--- src/rtl/tlb_op_ctrl_if.sv ---
// Bundle between tlb_op_ctrl and its neighbours: pipeline op handshake,
// CP0 operands/write-back, TLB request/response. master = controller side.
interface tlb_op_ctrl_if #(
  parameter int INDEX_W = 4
);
  logic               op_valid;
  logic [1:0]         op_type;
  logic               op_ready;
  logic               op_flush;
  logic               op_done;
  logic               op_err;
  logic [31:0]        cp0_index;
  logic [31:0]        cp0_entryhi;
  logic [31:0]        cp0_entrylo0;
  logic [31:0]        cp0_entrylo1;
  logic               tlb_req;
  logic               tlb_req_ready;
  logic [1:0]         tlb_req_op;
  logic [INDEX_W-1:0] tlb_req_idx;
  logic [31:0]        tlb_req_entryhi;
  logic [31:0]        tlb_req_entrylo0;
  logic [31:0]        tlb_req_entrylo1;
  logic               tlb_resp_valid;
  logic               tlb_resp_hit;
  logic [INDEX_W-1:0] tlb_resp_idx;
  logic [31:0]        tlb_resp_entryhi;
  logic [31:0]        tlb_resp_entrylo0;
  logic [31:0]        tlb_resp_entrylo1;
  logic               w_cp0_tlbp_ena;
  logic               w_cp0_tlbr_ena;
  logic [31:0]        w_cp0_Index;
  logic [31:0]        w_cp0_EntryHi;
  logic [31:0]        w_cp0_EntryLo0;
  logic [31:0]        w_cp0_EntryLo1;
  logic [INDEX_W-1:0] random;

  modport master (
    input  op_valid, op_type, op_flush,
    input  cp0_index, cp0_entryhi, cp0_entrylo0, cp0_entrylo1,
    input  tlb_req_ready, tlb_resp_valid, tlb_resp_hit,
    input  tlb_resp_idx, tlb_resp_entryhi,
    input  tlb_resp_entrylo0, tlb_resp_entrylo1,
    output op_ready, op_done, op_err,
    output tlb_req, tlb_req_op, tlb_req_idx,
    output tlb_req_entryhi, tlb_req_entrylo0, tlb_req_entrylo1,
    output w_cp0_tlbp_ena, w_cp0_tlbr_ena,
    output w_cp0_Index, w_cp0_EntryHi,
    output w_cp0_EntryLo0, w_cp0_EntryLo1,
    output random
  );

  modport slave (
    output op_valid, op_type, op_flush,
    output cp0_index, cp0_entryhi, cp0_entrylo0, cp0_entrylo1,
    output tlb_req_ready, tlb_resp_valid, tlb_resp_hit,
    output tlb_resp_idx, tlb_resp_entryhi,
    output tlb_resp_entrylo0, tlb_resp_entrylo1,
    input  op_ready, op_done, op_err,
    input  tlb_req, tlb_req_op, tlb_req_idx,
    input  tlb_req_entryhi, tlb_req_entrylo0, tlb_req_entrylo1,
    input  w_cp0_tlbp_ena, w_cp0_tlbr_ena,
    input  w_cp0_Index, w_cp0_EntryHi,
    input  w_cp0_EntryLo0, w_cp0_EntryLo1,
    input  random
  );
endinterface

--- src/rtl/tlb_op_ctrl.sv ---
// TLBP/TLBR/TLBWI/TLBWR sequencer: pipeline op -> TLB req/resp -> CP0 write.
// Ports: clk, rst (async high), bus (tlb_op_ctrl_if.master). Owns Random.
module tlb_op_ctrl #(
  parameter int TLB_ENTRIES = 16,
  parameter int INDEX_W     = 4,
  parameter int TIMEOUT     = 64
) (
  input logic           clk,
  input logic           rst,
  tlb_op_ctrl_if.master bus
);

  typedef enum logic [2:0] {
    S_IDLE, S_ISSUE, S_WAIT, S_DRAIN, S_COMMIT
  } state_e;

  localparam logic [1:0] OP_TLBP  = 2'b00;
  localparam logic [1:0] OP_TLBR  = 2'b01;
  localparam logic [1:0] OP_TLBWR = 2'b11;

  state_e             state_q;
  logic [7:0]         cnt_q;
  logic [1:0]         op_q;
  logic [INDEX_W-1:0] idx_q;
  logic [31:0]        hi_q, lo0_q, lo1_q;
  logic               ready_q, req_q, done_q, err_q;
  logic               tlbp_q, tlbr_q;
  logic [31:0]        windex_q, whi_q, wlo0_q, wlo1_q;
  logic [INDEX_W-1:0] rnd_q, rnd_d;
  logic               tmo;

  // >= so a flush landing on the last WAIT cycle still ends DRAIN
  assign tmo = cnt_q >= 8'(TIMEOUT - 1);

  assign rnd_d = (rnd_q == '0) ? INDEX_W'(TLB_ENTRIES - 1)
                               : rnd_q - INDEX_W'(1);

  always_ff @(posedge clk or posedge rst) begin
    if (rst) rnd_q <= INDEX_W'(TLB_ENTRIES - 1);
    else     rnd_q <= rnd_d;
  end

  always_ff @(posedge clk or posedge rst) begin
    if (rst) begin
      state_q  <= S_IDLE;
      cnt_q    <= '0;
      op_q     <= '0;
      idx_q    <= '0;
      hi_q     <= '0;
      lo0_q    <= '0;
      lo1_q    <= '0;
      ready_q  <= 1'b1;
      req_q    <= 1'b0;
      done_q   <= 1'b0;
      err_q    <= 1'b0;
      tlbp_q   <= 1'b0;
      tlbr_q   <= 1'b0;
      windex_q <= '0;
      whi_q    <= '0;
      wlo0_q   <= '0;
      wlo1_q   <= '0;
    end else begin
      done_q <= 1'b0;
      err_q  <= 1'b0;
      tlbp_q <= 1'b0;
      tlbr_q <= 1'b0;
      unique case (state_q)
        S_IDLE: begin
          if (bus.op_valid && !bus.op_flush) begin
            op_q    <= bus.op_type;
            hi_q    <= bus.cp0_entryhi;
            lo0_q   <= bus.cp0_entrylo0;
            lo1_q   <= bus.cp0_entrylo1;
            unique case (bus.op_type)
              OP_TLBP:  idx_q <= '0;
              OP_TLBWR: idx_q <= rnd_q;
              default:  idx_q <= bus.cp0_index[INDEX_W-1:0];
            endcase
            ready_q <= 1'b0;
            req_q   <= 1'b1;
            state_q <= S_ISSUE;
          end
        end
        S_ISSUE: begin
          if (bus.op_flush) begin
            req_q   <= 1'b0;
            ready_q <= 1'b1;
            state_q <= S_IDLE;
          end else if (bus.tlb_req_ready) begin
            req_q   <= 1'b0;
            cnt_q   <= '0;
            state_q <= S_WAIT;
          end
        end
        S_WAIT: begin
          cnt_q <= cnt_q + 8'd1;
          if (bus.op_flush) begin
            state_q <= S_DRAIN;
          end else if (bus.tlb_resp_valid) begin
            done_q  <= 1'b1;
            state_q <= S_COMMIT;
            if (op_q == OP_TLBP) begin
              tlbp_q   <= 1'b1;
              windex_q <= bus.tlb_resp_hit
                ? {{(32-INDEX_W){1'b0}}, bus.tlb_resp_idx}
                : 32'h8000_0000;
            end else if (op_q == OP_TLBR) begin
              tlbr_q <= 1'b1;
              whi_q  <= {bus.tlb_resp_entryhi[31:13], 5'b0,
                         bus.tlb_resp_entryhi[7:0]};
              wlo0_q <= {6'b0, bus.tlb_resp_entrylo0[25:0]};
              wlo1_q <= {6'b0, bus.tlb_resp_entrylo1[25:0]};
            end
          end else if (tmo) begin
            done_q  <= 1'b1;
            err_q   <= 1'b1;
            state_q <= S_COMMIT;
          end
        end
        S_DRAIN: begin
          cnt_q <= cnt_q + 8'd1;
          if (bus.tlb_resp_valid || tmo) begin
            ready_q <= 1'b1;
            state_q <= S_IDLE;
          end
        end
        S_COMMIT: begin
          ready_q <= 1'b1;
          state_q <= S_IDLE;
        end
        default: begin
          ready_q <= 1'b1;
          req_q   <= 1'b0;
          state_q <= S_IDLE;
        end
      endcase
    end
  end

  assign bus.op_ready         = ready_q;
  assign bus.op_done          = done_q;
  assign bus.op_err           = err_q;
  assign bus.tlb_req          = req_q;
  assign bus.tlb_req_op       = op_q;
  assign bus.tlb_req_idx      = idx_q;
  assign bus.tlb_req_entryhi  = hi_q;
  assign bus.tlb_req_entrylo0 = lo0_q;
  assign bus.tlb_req_entrylo1 = lo1_q;
  assign bus.w_cp0_tlbp_ena   = tlbp_q;
  assign bus.w_cp0_tlbr_ena   = tlbr_q;
  assign bus.w_cp0_Index      = windex_q;
  assign bus.w_cp0_EntryHi    = whi_q;
  assign bus.w_cp0_EntryLo0   = wlo0_q;
  assign bus.w_cp0_EntryLo1   = wlo1_q;
  assign bus.random           = rnd_q;

  logic unused_bits;
  assign unused_bits = ^{bus.cp0_index[31:INDEX_W],
                         bus.tlb_resp_entryhi[12:8],
                         bus.tlb_resp_entrylo0[31:26],
                         bus.tlb_resp_entrylo1[31:26]};

endmodule

--- src/flat_wrapper.sv ---
// flat-port wrapper written by rule: the top's interface ports become plain ports
module tlb_op_ctrl_flat 
#(
  parameter int TLB_ENTRIES = 16,
  parameter int INDEX_W     = 4,
  parameter int TIMEOUT     = 64
)
  (clk, rst, bus_op_valid, bus_op_type, bus_op_flush, bus_cp0_index, bus_cp0_entryhi, bus_cp0_entrylo0, bus_cp0_entrylo1, bus_tlb_req_ready, bus_tlb_resp_valid, bus_tlb_resp_hit, bus_tlb_resp_idx, bus_tlb_resp_entryhi, bus_tlb_resp_entrylo0, bus_tlb_resp_entrylo1, bus_op_ready, bus_op_done, bus_op_err, bus_tlb_req, bus_tlb_req_op, bus_tlb_req_idx, bus_tlb_req_entryhi, bus_tlb_req_entrylo0, bus_tlb_req_entrylo1, bus_w_cp0_tlbp_ena, bus_w_cp0_tlbr_ena, bus_w_cp0_Index, bus_w_cp0_EntryHi, bus_w_cp0_EntryLo0, bus_w_cp0_EntryLo1, bus_random);
  tlb_op_ctrl_if #(.INDEX_W(INDEX_W)) bus_i ();
  input logic clk;
  input logic rst;
  input wire logic [$bits(bus_i.op_valid)-1:0] bus_op_valid;
  input wire logic [$bits(bus_i.op_type)-1:0] bus_op_type;
  input wire logic [$bits(bus_i.op_flush)-1:0] bus_op_flush;
  input wire logic [$bits(bus_i.cp0_index)-1:0] bus_cp0_index;
  input wire logic [$bits(bus_i.cp0_entryhi)-1:0] bus_cp0_entryhi;
  input wire logic [$bits(bus_i.cp0_entrylo0)-1:0] bus_cp0_entrylo0;
  input wire logic [$bits(bus_i.cp0_entrylo1)-1:0] bus_cp0_entrylo1;
  input wire logic [$bits(bus_i.tlb_req_ready)-1:0] bus_tlb_req_ready;
  input wire logic [$bits(bus_i.tlb_resp_valid)-1:0] bus_tlb_resp_valid;
  input wire logic [$bits(bus_i.tlb_resp_hit)-1:0] bus_tlb_resp_hit;
  input wire logic [$bits(bus_i.tlb_resp_idx)-1:0] bus_tlb_resp_idx;
  input wire logic [$bits(bus_i.tlb_resp_entryhi)-1:0] bus_tlb_resp_entryhi;
  input wire logic [$bits(bus_i.tlb_resp_entrylo0)-1:0] bus_tlb_resp_entrylo0;
  input wire logic [$bits(bus_i.tlb_resp_entrylo1)-1:0] bus_tlb_resp_entrylo1;
  output wire logic [$bits(bus_i.op_ready)-1:0] bus_op_ready;
  output wire logic [$bits(bus_i.op_done)-1:0] bus_op_done;
  output wire logic [$bits(bus_i.op_err)-1:0] bus_op_err;
  output wire logic [$bits(bus_i.tlb_req)-1:0] bus_tlb_req;
  output wire logic [$bits(bus_i.tlb_req_op)-1:0] bus_tlb_req_op;
  output wire logic [$bits(bus_i.tlb_req_idx)-1:0] bus_tlb_req_idx;
  output wire logic [$bits(bus_i.tlb_req_entryhi)-1:0] bus_tlb_req_entryhi;
  output wire logic [$bits(bus_i.tlb_req_entrylo0)-1:0] bus_tlb_req_entrylo0;
  output wire logic [$bits(bus_i.tlb_req_entrylo1)-1:0] bus_tlb_req_entrylo1;
  output wire logic [$bits(bus_i.w_cp0_tlbp_ena)-1:0] bus_w_cp0_tlbp_ena;
  output wire logic [$bits(bus_i.w_cp0_tlbr_ena)-1:0] bus_w_cp0_tlbr_ena;
  output wire logic [$bits(bus_i.w_cp0_Index)-1:0] bus_w_cp0_Index;
  output wire logic [$bits(bus_i.w_cp0_EntryHi)-1:0] bus_w_cp0_EntryHi;
  output wire logic [$bits(bus_i.w_cp0_EntryLo0)-1:0] bus_w_cp0_EntryLo0;
  output wire logic [$bits(bus_i.w_cp0_EntryLo1)-1:0] bus_w_cp0_EntryLo1;
  output wire logic [$bits(bus_i.random)-1:0] bus_random;
  assign bus_i.op_valid = bus_op_valid;
  assign bus_i.op_type = bus_op_type;
  assign bus_i.op_flush = bus_op_flush;
  assign bus_i.cp0_index = bus_cp0_index;
  assign bus_i.cp0_entryhi = bus_cp0_entryhi;
  assign bus_i.cp0_entrylo0 = bus_cp0_entrylo0;
  assign bus_i.cp0_entrylo1 = bus_cp0_entrylo1;
  assign bus_i.tlb_req_ready = bus_tlb_req_ready;
  assign bus_i.tlb_resp_valid = bus_tlb_resp_valid;
  assign bus_i.tlb_resp_hit = bus_tlb_resp_hit;
  assign bus_i.tlb_resp_idx = bus_tlb_resp_idx;
  assign bus_i.tlb_resp_entryhi = bus_tlb_resp_entryhi;
  assign bus_i.tlb_resp_entrylo0 = bus_tlb_resp_entrylo0;
  assign bus_i.tlb_resp_entrylo1 = bus_tlb_resp_entrylo1;
  assign bus_op_ready = bus_i.op_ready;
  assign bus_op_done = bus_i.op_done;
  assign bus_op_err = bus_i.op_err;
  assign bus_tlb_req = bus_i.tlb_req;
  assign bus_tlb_req_op = bus_i.tlb_req_op;
  assign bus_tlb_req_idx = bus_i.tlb_req_idx;
  assign bus_tlb_req_entryhi = bus_i.tlb_req_entryhi;
  assign bus_tlb_req_entrylo0 = bus_i.tlb_req_entrylo0;
  assign bus_tlb_req_entrylo1 = bus_i.tlb_req_entrylo1;
  assign bus_w_cp0_tlbp_ena = bus_i.w_cp0_tlbp_ena;
  assign bus_w_cp0_tlbr_ena = bus_i.w_cp0_tlbr_ena;
  assign bus_w_cp0_Index = bus_i.w_cp0_Index;
  assign bus_w_cp0_EntryHi = bus_i.w_cp0_EntryHi;
  assign bus_w_cp0_EntryLo0 = bus_i.w_cp0_EntryLo0;
  assign bus_w_cp0_EntryLo1 = bus_i.w_cp0_EntryLo1;
  assign bus_random = bus_i.random;
  tlb_op_ctrl #(.TLB_ENTRIES(TLB_ENTRIES), .INDEX_W(INDEX_W), .TIMEOUT(TIMEOUT)) u_core (.clk(clk), .rst(rst), .bus(bus_i));
endmodule
--- config.mk ---
export PLATFORM = sky130hd
export DESIGN_NAME = tlb_op_ctrl_flat
export DESIGN_NICKNAME = d
export VERILOG_FILES = /design/src/rtl/tlb_op_ctrl_if.sv /design/src/rtl/tlb_op_ctrl.sv /design/src/flat_wrapper.sv
export SDC_FILE = /design/constraint.sdc
export NUM_CORES = 1
export LEC_CHECK = 0
export ABC_CLOCK_PERIOD_IN_PS = 8600
export BUFFER_PORTS_ARGS = -buffer_cell sky130_fd_sc_hd__clkbuf_2
export CELL_PAD_IN_SITES_DETAIL_PLACEMENT = 0
export CELL_PAD_IN_SITES_GLOBAL_PLACEMENT = 1
export CORE_AREA = 2 2 183 185
export CTS_CLUSTER_SIZE = 12
export DETAILED_ROUTE_END_ITERATION = 10
export DIE_AREA = 0 0 185 187
export HOLD_SLACK_MARGIN = 0.05
export PLACE_DENSITY_LB_ADDON = 0.1
export SETUP_SLACK_MARGIN = 0.3
export SYNTH_ARGS = -nofsm -noshare
export SYNTH_HDL_FRONTEND = slang
export SYNTH_SLANG_ARGS = --single-unit
--- constraint.sdc ---
create_clock -name clk -period 8.6 [get_ports clk]
set_input_delay 1.29 -clock clk [delete_from_list [all_inputs] [get_ports clk]]
set_output_delay 1.29 -clock clk [all_outputs]
set_load 0.005 [all_outputs]
# [After elaboration in Yosys (flattened, before gate mapping)]
# Cells that the tools add are included.
# W data, S select, Z words.
[classes] bitwise=4 order_cmp=1 addsub=2 n_mux=38 n_reduce_logical=17 n_eq_ne=13
[op_table] cell="$mux W32" n=1
[op_table] cell="$mux W1" n=22
[op_table] cell="$mux W3" n=7
[op_table] cell="$mux W8" n=2
[op_table] cell="$pmux W8 S2" n=1
[op_table] cell="$pmux W3 S4" n=1
[op_table] cell="$reduce_and A4 Y1" n=3
[op_table] cell="$add A8 B1 Y8 const B" n=1
[op_table] cell="$ge A8 B6 Y1 const B" n=1
[op_table] cell="$pmux W4 S2" n=1
[op_table] cell="$eq A3 B2 Y1 const B" n=2
[op_table] cell="$ne A2 B2 Y1 const B" n=3
[op_table] cell="$reduce_and A3 Y1" n=2
[op_table] cell="$reduce_and A5 Y1" n=1
[op_table] cell="$logic_not A2 Y1" n=2
[op_table] cell="$logic_not A4 Y1" n=1
[op_table] cell="$mux W4" n=1
[op_table] cell="$ne A2 B1 Y1 const B" n=2
[op_table] cell="$ne A4 B3 Y1 const B" n=1
[op_table] cell="$not A1 Y1" n=4
[op_table] cell="$pmux W1 S4" n=1
[op_table] cell="$sub A4 B1 Y4 const B" n=1
[op_table] cell="$eq A3 B1 Y1 const B" n=1
[op_table] cell="$eq A3 B3 Y1 const B" n=1
[op_table] cell="12 further kinds" n=12
[word_totals] inputBits=237 register_bits=234 word_cells=93 out_inout_bits=240

# [Logic depth before layout (Yosys ltp)]
# Gate-level depths: netlist (run 1).
[depth] depth_word=6 ltp_mapped=7 mapped_depth_nobuf=5

# [Least setup slack after synthesis (run 1)]
# No wires, ideal clock.
[synth_path] path_kind="input port to flip-flop" start="in bus_tlb_resp_valid" end="reg u_core.whi_q[19], in the netlist u_core.bus.w_cp0_EntryHi[19]" setup_slack_ps=6237 setup_ps=128 arrival_time_ps=2235 t_required_ps=8472 path_buffers=1 cell_stages=4 cell_sequence="nor2b_1 > nand4_4 > buf_6 > mux2_1"
[synth_between] elab_chain_len=1
[synth_rtl] item="start: declaration" line="flat_wrapper.sv:20" text="input wire logic [$bits(bus_i.tlb_resp_valid)-1:0] bus_tlb_resp_valid;"
[synth_rtl] item="$reduce_and A5 Y1 (no line)"
[synth_rtl] item="end signal: assignment" line="tlb_op_ctrl.sv:109" text="whi_q <= {bus.tlb_resp_entryhi[31:13], 5'b0,"
[synth_rtl] item="end: declaration" line="tlb_op_ctrl.sv:28" text="logic [31:0] windex_q, whi_q, wlo0_q, wlo1_q;"
# Every way passes these cells.
# A chain may end at the register's enable or synchronous reset.

# [Final worst setup path (run 1)]
[layout_path] start="reg u_core.state_q[1]" end="reg u_core.wlo0_q[10], in the netlist u_core.bus.w_cp0_EntryLo0[10]"
[layout_between] elab_chain_len=2
[layout_rtl] item="start: declaration" line="tlb_op_ctrl.sv:21" text="state_e state_q;"
[layout_rtl] item="start signal: assignment" line="tlb_op_ctrl.sv:45" text="state_q <= S_IDLE;"
[layout_rtl] item="start signal: assignment" line="tlb_op_ctrl.sv:81" text="state_q <= S_ISSUE;"
[layout_rtl] item="start signal: assignment" line="tlb_op_ctrl.sv:88" text="state_q <= S_IDLE;"
[layout_rtl] item="$eq A3 B2 Y1" line="tlb_op_ctrl.sv:67" text="unique case (state_q)"
[layout_rtl] item="$reduce_and A5 Y1 (no line)"
[layout_rtl] item="end signal: assignment" line="tlb_op_ctrl.sv:111" text="wlo0_q <= {6'b0, bus.tlb_resp_entrylo0[25:0]};"
[layout_rtl] item="end: declaration" line="tlb_op_ctrl.sv:28"
# Every way passes these cells.

==> results of run 1 <==
[where the power goes]
| group | switching [uW] | leakage, uW | internal [uW] |
|---|---|---|---|
| clock network | 425 | 0.000438 | 670 |
| logic | 481 | 0.00327 | 703 |
| registers | 238 | 0.00259 | 1400 |
[routing by layer]
| layer | up-vias | share of wire, % | track usage (%) |
|---|---|---|---|
| met2 | 300 | 43 | 20.1 |
| met5 | - | 0.11 | 0 |
| met1 | 2690 | 41 | 16.3 |
| li1 | 2656 | - | - |
| met4 | 4 | 2.4 | 3.48 |
| met3 | 34 | 14 | 7.13 |
[logic make-up after synthesis]
family,Yosys count
AND/OR/NAND/NOR,65
XOR/XNOR,5
AO/OA/AOI/OAI,26
flip-flops,207
other,1
buffers and inverters,80
multiplexers,182
adder cells (fa/ha/maj),3
[path summary, 6_finish.rpt]
path,startpoint,to,slack [ns],depth (start not counted)
min in group asynchronous,rst,u_core.bus.w_cp0_EntryLo0[19]$_DFFE_PP0P_,0.86,2
setup / recovery,u_core.state_q[1]$_DFFE_PP0P_,u_core.bus.w_cp0_EntryLo0[10]$_DFFE_PP0P_,5.12,4
setup reg to reg,u_core.state_q[1]$_DFFE_PP0P_,u_core.bus.w_cp0_EntryLo0[10]$_DFFE_PP0P_,5.12,4
hold reg to reg,u_core.bus.random[0]$_DFF_PP1_,u_core.bus.random[0]$_DFF_PP1_,0.47,1
max in group asynchronous,rst,u_core.bus.tlb_req_entrylo0[11]$_DFFE_PP0P_,6.34,3
hold / removal,u_core.bus.random[0]$_DFF_PP1_,u_core.bus.random[0]$_DFF_PP1_,0.47,1
[registers in the layout, summed over array words and instances, names as in the netlist, 2 cells and up]
| signal | count |
|---|---|
| u_core.bus.w_cp0_EntryLo0 | 26 |
| u_core.cnt_q | 8 |
| u_core.bus.w_cp0_Index | 5 |
| u_core.bus.tlb_req_entrylo0 | 32 |
| u_core.bus.w_cp0_EntryLo1 | 26 |
| u_core.bus.random | 4 |
| u_core.bus.w_cp0_EntryHi | 27 |
| u_core.bus.tlb_req_op | 2 |
| u_core.bus.tlb_req_entrylo1 | 32 |
| u_core.state_q | 3 |
| u_core.bus.tlb_req_idx | 4 |
| u_core.bus.tlb_req_entryhi | 32 |
[cells in the mapped netlist]
| cell | instances | area share (%) |
|---|---|---|
| dfrtp_1 | 202 | 58 |
| mux2_2 | 86 | 11 |
| mux2_4 | 71 | 12 |
| buf_4 | 47 | 4.1 |
| mux2_1 | 20 | 2.6 |
| nand2_1 | 19 | 0.83 |
| nor2_1 | 18 | 0.78 |
| inv_1 | 12 | 0.52 |
| buf_2 | 10 | 0.58 |
| buf_6 | 10 | 1.3 |
| o21ai_0 | 9 | 0.52 |
| a21oi_1 | 7 | 0.41 |
| nand3_1 | 7 | 0.41 |
| nor3_1 | 6 | 0.35 |
| dfstp_2 | 5 | 1.5 |
| mux2i_1 | 5 | 0.58 |
| xor2_1 | 4 | 0.41 |
| ha_1 | 3 | 0.43 |
| nor2b_1 | 3 | 0.22 |
| and3_1 | 2 | 0.14 |
| nand4_1 | 2 | 0.14 |
| o31ai_1 | 2 | 0.17 |
| a21bo_2 | 1 | 0.12 |
| a221oi_1 | 1 | 0.10 |
| a22oi_1 | 1 | 0.087 |
| a2bb2oi_1 | 1 | 0.10 |
| a31oi_1 | 1 | 0.072 |
| a32o_1 | 1 | 0.12 |
| and2_1 | 1 | 0.072 |
| buf_1 | 1 | 0.043 |
| conb_1 | 1 | 0.043 |
| nand2_2 | 1 | 0.072 |
| nand2b_1 | 1 | 0.072 |
| nand3_2 | 1 | 0.12 |
| nand4_4 | 1 | 0.25 |
| nand4b_1 | 1 | 0.10 |
| nor2_4 | 1 | 0.13 |
| nor3b_4 | 1 | 0.22 |
| o21a_1 | 1 | 0.087 |
| o22ai_1 | 1 | 0.072 |
| xnor2_1 | 1 | 0.10 |
[critical path: cells and delay by family (launching register included)]
kind,cells,cell delay [ns]
AND/OR/NAND/NOR,2,1.63
buffers and inverters,1,0.72
flip-flops,1,0.49
multiplexers,1,0.41
[final cells by class]
cell class              instances  area share (%)
clock buffers                  40            6.88
clock inverters                 8           0.556
inverters                      12           0.449
multi-input cells             325            26.2
flip-flops and latches        207            44.3
well taps                     448            4.79
repair buffers                391            16.8
[placed cells by master (no fill, tap or decap), types with 3 or more instances in the layout]
master       n
clkbuf_2   387
dfrtp_1    202
mux2_2      86
mux2_4      71
conb_1      44
clkbuf_16   27
mux2_1      20
nand2_1     19
nor2_1      18
inv_1       11
o21ai_0      9
clkbuf_8     8
nand3_1      7
a21oi_1      7
clkinv_2     7
nor3_1       6
mux2i_1      5
clkbuf_1     5
dfstp_2      5
xor2_1       4
buf_4        4
nor2b_1      3
ha_1         3
[per-stage QoR]
| stage | cell area (sq um) | hold slack, ns | instances | utilization, % | worst slack [ns] |
|---|---|---|---|---|---|
| finish | 11700 | 0.474 | 1431 | 35.6 | 5.12 |
| global route | 11700 | 0.501 | 1431 | 35.6 | 4.93 |
| CTS | 11700 | 0.480 | 1431 | 35.6 | 5.11 |
| detailed placement | 10800 | 0.464 | 1383 | 32.9 | 4.76 |
| global placement | 10800 | 0.462 | 1383 | 32.9 | 4.73 |
| floorplan | 8800 | 0.451 | 612 | - | 1.67 |
==> impl_metrics.csv, run 1 <==
group,metric,value,unit
outcome,status,"complete, no violations",
floorplanning,fp.dieH,187,um
cts,cts.sink_count,207,
cts,path_clk_slew,0.06,ns
global_routing,grtUsageTotal,13.2,%
routing,antenna_left,0,
place,gp_congestion,0.710,
sta,clock_skew,0.0102,ns
worst_setup_path,cp_max_fo,42,
routing,drt-total-wl,23900,um
worst_setup_path,required,9.00,ns
yosys,postSynthCellCount,569,
floorplanning,io_pins,477,
yosys,ys_seq_area_share,60.0,%
yosys,synth-compound-area-share,1.85,%
place,place_hpwl,17400,um
global_routing,grt_pass1_vias,5816,
final_layout,multi_input_area,3060,sq um
routing,drt-vias-per-instance,3.97,
sta,relSlewSlack,27.1,%
global_routing,grt_max_degree,97,
cts,cts_tree,"yes",
final_layout,n_fill_cell,3348,
final_layout,seqCellArea,5190,sq um
yosys,synth_top_family_by_area,"multiplexers",
sta,tns,0,ns
sta,tightest_slew,1.09,ns
global_routing,overflow,0,
yosys,synth_area,8640,sq um
yosys,yosys_warnings,0,
worst_setup_path,critPathLaunchType,"flop",
cts,cts_buffer_depth,3,
final_layout,layout.nets,1203,
pwr,power.density,335,nW/um^2
routing,dr.pass1.iters,4,
yosys,synth_xor_area_share,0.507,%
sta,hold_viol,0,
routing,vias,5684,
routing,drcViolationCount,0,
yosys,synth_simple_gate_area_share,3.89,%
pwr,power,3910,uW
floorplanning,die-area,34600,sq um
routing,drtIter0Drc,180,
floorplanning,die-width,185,um
cts,htree_levels,1,
worst_setup_path,crit_type,"flop to flop",
floorplanning,rows,67,
floorplanning,core-area,32900,sq um
yosys,yosys-mux-area-fraction,26.7,%
cts,root_buffer,"clkbuf_16",
floorplanning,start_util,26.3,%
sta,fin_crit_sh,40.4,%
cts,cts-buffers-inserted,26,
cts,cts_hold_buf,0,
cts,clkLatencyLatePin,0.52,ns
worst_setup_path,slowest_delay,0.96,ns
sta,finalSetupViolations,0,
pwr,vdd_drop_max,0.148,mV
sta,period_minus_slack,3.48,ns
sta,rsz0062_at_grt,"false",
global_routing,grt_pass1_wl,35600,um
cts,post_cts_buffers,0,
routing,routedWlPerCell,16.7,um
global_routing,grt_antenna_before_repair,2,
sta,drv_slew,0,
run,maxCapViolations,0,
cts,ctsResizeCount,0,
yosys,avgSynthCellArea,15.2,sq um
worst_setup_path,crit_chain,"nor2b_1 > nand4_4 > buf_4 > mux2_1",
final_layout,n_antenna_cell,0,
yosys,synthAdderAreaFrac,0.434,%
final_layout,area_growth,35.3,%
yosys,yosysUniqueCellTypes,41,
sta,fmax,0.288,GHz
worst_hold_path,holdCritPathClass,"flop to flop",
worst_setup_path,worstPathArrival,3.88,ns
final_layout,drive_above_1_share,61.3,%
worst_setup_path,cp-end-kind,"flop",
pwr,total_leakage_power,0.00630,uW
yosys,synth_seq_cells,207,
place,port_buffers,387,
worst_setup_path,cp_slowest_cell,"nand4_4",
No activity file was read; power rests on OpenSTA's default activity.
==> run 2: changes to the inputs <==
ABC_CLOCK_PERIOD_IN_PS = 3330   (was 8600)
clock period = 3.33 ns   (was 8.6 ns; I/O delays follow)
==> run 2 against run 1 <==
Against the previous run:
- sequential power increased to 2.6 times the previous value
- largest cell class unchanged
- fmax increased by 54%
- utilization increased by 0.29 points
- clock skew decreased by 0.00074 ns
- die area unchanged
- critical endpoint is now u_core.bus.w_cp0_EntryHi[19]$_DFFE_PP0P_
- routed wire length decreased by 1.4%
==> impl_metrics.csv, run 2 (same netlist as run 1, synthesis figures left out) <==
group,metric,value,unit
final_layout,n_antenna_cell,0,
final_layout,drive_above_1_share,61.2,%
cts,post_cts_buffers,0,
sta,rsz0062_at_grt,"false",
cts,cts.sink_count,207,
global_routing,grt_antenna_before_repair,3,
routing,dr.pass1.iters,4,
worst_setup_path,r2r-start,"u_core.state_q[1]$_DFFE_PP0P_",
pwr,power.density,852,nW/um^2
final_layout,area_growth,36.4,%
routing,drt-total-wl,23600,um
pwr,power,10000,uW
worst_setup_path,crit_type,"flop to flop",
worst_setup_path,required,3.73,ns
cts,clkLatencyLatePin,0.52,ns
cts,root_buffer,"clkbuf_16",
place,place_hpwl,17300,um
global_routing,overflow,0,
sta,relSlewSlack,48.6,%
floorplanning,core-area,32900,sq um
routing,drtIter0Drc,125,
sta,period_minus_slack,2.26,ns
worst_setup_path,critPathLaunch,"u_core.state_q[1]$_DFFE_PP0P_",
sta,fmax,0.443,GHz
routing,vias,5771,
sta,tns,0,ns
sta,tightest_slew,0.770,ns
worst_setup_path,cp_max_fo,80,
cts,htree_levels,1,
cts,cts_buffer_depth,3,
routing,drcViolationCount,0,
floorplanning,die-area,34600,sq um
worst_hold_path,holdCritPathClass,"primary input to async pin",
routing,drt-vias-per-instance,4.02,
global_routing,grtUsageTotal,13.1,%
floorplanning,die-width,185,um
final_layout,layout.nets,1207,
cts,cts_hold_buf,0,
routing,routedWlPerCell,16.4,um
global_routing,grt_pass1_wl,35400,um
cts,ctsResizeCount,0,
sta,clock_skew,0.00947,ns
floorplanning,io_pins,477,
routing,antenna_left,0,
floorplanning,start_util,26.3,%
cts,cts_tree,"yes",
run,maxCapViolations,0,
worst_setup_path,worstPathArrival,2.66,ns
global_routing,grt_pass1_vias,5899,
worst_setup_path,cp-end-kind,"flop",
worst_setup_path,critPathLaunchType,"flop",
global_routing,grt_max_degree,108,
sta,drv_slew,0,
floorplanning,fp.dieH,187,um
cts,path_clk_slew,0.06,ns
sta,hold_viol,0,
place,gp_congestion,0.689,
sta,fin_crit_sh,67.7,%
pwr,vdd_drop_max,0.341,mV
pwr,total_leakage_power,0.00633,uW
place,port_buffers,387,
floorplanning,rows,67,
final_layout,fin_cells,1435,
cts,cts-buffers-inserted,26,
sta,finalSetupViolations,0,
final_layout,final_cell_mix,"clkbuf_2, dfrtp_1, mux2_2, mux2_4, conb_1",
place,placed_cells,1387,
final_layout,layout_commonest_cell,"clkbuf_2",
outcome,status,"complete, no violations",
-- run 2: cell count changes in the layout (fill, tap and decap cells not counted), sizes merged --
cell,before,now
buf,4,8
clkinv,7,4
clkbuf,427,431
bufinv,1,0
inv,12,11
clkinvlp,0,1
-- run 2: routing by layer --
layer	up-vias	wire, um	track usage [%]	share of wire (%)
li1	2670	-	-	-
met1	2762	9360	15.6	40
met2	293	10400	20.7	44
met3	40	3380	7.11	14
met4	6	387	3.17	1.6
met5	-	41	0	0.17
-- run 2: critical path, cell delays in order (launching register included) --
cell	delay (ns)
dfrtp_1	0.49
nor2b_1	0.63
nand4_4	0.18
buf_12	0.26
mux2_1	0.43
-- run 2: metrics by stage --
step                hold slack (ns)  util [%]  area [sq um]  worst slack (ns)
global placement              0.460      33.3         10900              1.12
CTS                          0.0913      35.9         11800              1.10
floorplan                     0.451         -          8810             0.148
finish                       0.0954      35.9         11800              1.07
detailed placement            0.471      33.3         10900              1.11
global route                  0.117      35.9         11800             0.955
-- run 2: area by class of cell --
cell class              count  area, sq um
fillers                  3330        21100
flip-flops and latches    207         5190
clock inverters             4         20.0
repair buffers            395         2080
clock buffers              44          830
well taps                 448          561
inverters                  12         48.8
multi-input cells         325         3060
-- run 2: power by group --
part	internal, uW	switching (uW)
sequential	3610	598
combinational	1830	1260
clock	1680	1070
total	7120	2930
-- run 2: path summary, 6_finish.rpt --
kind	endpoint	slack [ns]	depth (start not counted)
worst min register to register	u_core.bus.random[0]$_DFF_PP1_	0.47	1
worst min-delay path	u_core.bus.tlb_req_entrylo1[22]$_DFFE_PP0P_	0.1	2
max in group asynchronous	u_core.bus.op_ready$_DFFE_PP1P_	2.49	3
worst max register to register	u_core.bus.w_cp0_EntryHi[19]$_DFFE_PP0P_	1.07	4
min in group clk	u_core.bus.op_err$_DFF_PP0_	0.19	2
worst max-delay path	u_core.bus.w_cp0_EntryHi[19]$_DFFE_PP0P_	1.07	4
==> run 3: changes to the inputs <==
ABC_CLOCK_PERIOD_IN_PS = 2000   (was 3330)
CORE_AREA = 2 2 186 188   (was 2 2 183 185)
DIE_AREA = 0 0 188 190   (was 0 0 185 187)
clock period = 2 ns   (was 3.33 ns; I/O delays follow)
==> run 3 against run 2 <==
Against the previous run:
- utilization is 4.7 points higher
- via count is 12% higher
- combinational power is 81% higher
- worst setup slack worse by 0.71 ns
- clock skew is 0.0017 ns higher
- count of clock-buffer cells in the layout is 2 lower
- power is 70% higher
- critical path depth is 3 higher
- routed wire length is 7.5% higher
- critical path type is now primary input to flop
- largest cell class unchanged
==> impl_metrics.csv, run 3 (same netlist as run 1, synthesis figures left out) <==
group,metric,value,unit
pwr,vdd_drop_max,0.755,mV
floorplanning,fp.dieH,190,um
final_layout,drive_above_1_share,52.4,%
sta,period_minus_slack,1.64,ns
floorplanning,io_pins,477,
sta,hold_slack,0.0899,ns
pwr,clockPowerShare,26.1,%
global_routing,grt_util_met1,17.5,%
cts,path_clk_slew,0.05,ns
worst_setup_path,cp-end-kind,"flop",
pwr,power.density,1240,nW/um^2
cts,cts.sink_count,207,
place,port_buffers,387,
final_layout,layout_commonest_cell,"clkbuf_2",
final_layout,multi_input_area,3070,sq um
final_layout,seqCellArea,5190,sq um
global_routing,grtUsageTotal,13.9,%
routing,drtIter0Drc,106,
global_routing,grt_pass1_wl,39500,um
routing,routedWlPerCell,15.5,um
cts,root_buffer,"clkbuf_16",
cts,cts_tree,"yes",
pwr,power,17100,uW
sta,worst_slack,0.361,ns
global_routing,grtUsageMet2,23.2,%
outcome,status,"complete, no violations",
routing,dr.pass1.iters,4,
worst_hold_path,holdCritPathClass,"primary input to flop",
sta,rsz0062_at_grt,"false",
routing,vias,6456,
floorplanning,die-area,35700,sq um
place,dp_slack,0.296,ns
sta,tns,0,ns
pwr,swShare,29.2,%
global_routing,top_usage_layer,"met2",
global_routing,overflow,0,
worst_setup_path,required,2.40,ns
sta,tightest_slew,0.577,ns
routing,drt-vias-per-instance,3.94,
final_layout,fin_util,40.5,%
pwr,intPower,12100,uW
sta,hold_viol,0,
cts,cts-buffers-inserted,27,
final_layout,layout.nets,1407,
pwr,p_seq_share,41.0,%
sta,fin_crit_sh,81.9,%
routing,drt-total-wl,25300,um
routing,antenna_left,0,
final_layout,area_growth,59.2,%
sta,clock_skew,0.0112,ns
final_layout,final_cell_mix,"clkbuf_2, dfrtp_1, dlygate4sd3_1, mux2_2, mux2_4",
floorplanning,core-area,33900,sq um
pwr,combPwrFrac,32.9,%
sta,drv_slew,0,
run,maxCapViolations,0,
final_layout,n_antenna_cell,0,
place,place_hpwl,18500,um
worst_setup_path,worstPathArrival,2.04,ns
cts,cts_buffer_depth,3,
global_routing,grt_pass1_vias,6967,
routing,drcViolationCount,0,
pwr,p_switching,4980,uW
global_routing,grt_antenna_before_repair,0,
cts,clkLatencyLatePin,0.52,ns
sta,fmax,0.610,GHz
sta,relSlewSlack,61.4,%
worst_setup_path,crit_type,"primary input to flop",
worst_setup_path,reg2reg_slack,0.39,ns
floorplanning,rows,68,
global_routing,grt_max_degree,57,
worst_setup_path,critPathLaunchType,"primary input",
place,gp_congestion,0.714,
worst_setup_path,cp_max_fo,28,
final_layout,n_fill_cell,3328,
sta,finalSetupViolations,0,
floorplanning,die-width,188,um
floorplanning,start_util,25.5,%
pwr,total_leakage_power,0.00717,uW
global_routing,grt_use_met3,3.80,%
cts,htree_levels,1,
[run 3: changes by cell type in the layout (fill, tap and decap cells not counted), sizes merged]
cell	before	now
dlygate4sd3	0	184
buf	8	23
clkbuf	431	429
[run 3: path summary, 6_finish.rpt]
path                                                      from                                          end  cells past startpoint
worst min-delay path                          bus_cp0_index[2]        u_core.bus.tlb_req_idx[2]$_DFFE_PP0P_                      3
worst max-delay path                        bus_tlb_resp_valid      u_core.bus.w_cp0_EntryHi[4]$_DFFE_PP0P_                      7
worst max register to register   u_core.state_q[2]$_DFFE_PP0P_      u_core.bus.w_cp0_EntryHi[4]$_DFFE_PP0P_                      5
max in group asynchronous                                  rst  u_core.bus.tlb_req_entrylo0[23]$_DFFE_PP0P_                      4
worst min register to register  u_core.bus.random[0]$_DFF_PP1_               u_core.bus.random[0]$_DFF_PP1_                      1
min in group asynchronous                                  rst    u_core.bus.tlb_req_entryhi[1]$_DFFE_PP0P_                      3
[run 3: final cells by class]
cell class,count,share of cell area (%)
inverters,12,0.355
multi-input cells,325,22.3
clock inverters,4,0.145
repair buffers,594,29.6
well taps,455,4.14
flip-flops and latches,207,37.7
clock buffers,42,5.76
[run 3: timing repair]
| item | 4_1_cts | 5_1_grt |
|---|---|---|
| resized for setup | 1 | 3 |
| hold buffers | 184 | 0 |
| pin swaps | 1 | 1 |
| buffers inserted | 0 | 1 |
| hold endpoints to repair | 200 | 0 |
| setup endpoints to repair | 25 | 51 |
[run 3: worst max-delay path: stages]
cell	delay, ns
dlygate4sd3_1	0.54
clkbuf_2	0.13
nor2b_2	0.17
nand4_4	0.11
buf_12	0.18
buf_12	0.24
mux2_1	0.34
[run 3: metrics by stage]
step | std cells | area (sq um)
after floorplan | 612 | 8810
after global placement | 1408 | 11100
after detailed placement | 1408 | 11100
after CTS | 1638 | 13700
after global routing | 1639 | 13800
final | 1639 | 13800
[run 3: power groups by stage]
stage | Combinational, uW | Sequential, uW | Clock, uW
CTS | 5720 | 7020 | 4640
global placement | 5430 | 7010 | 0
detailed placement | 5400 | 7060 | 0
global route | 6150 | 7250 | 4820
floorplan | 2570 | 7130 | 0
finish | 5610 | 7000 | 4440
[run 3: routing by layer]
metal / vias up / part of all wire [%]
li1: 3069 / -
met2: 294 / 47
met4: 0 / 3.1
met3: 40 / 7.3
met5: - / 0
met1: 3053 / 43
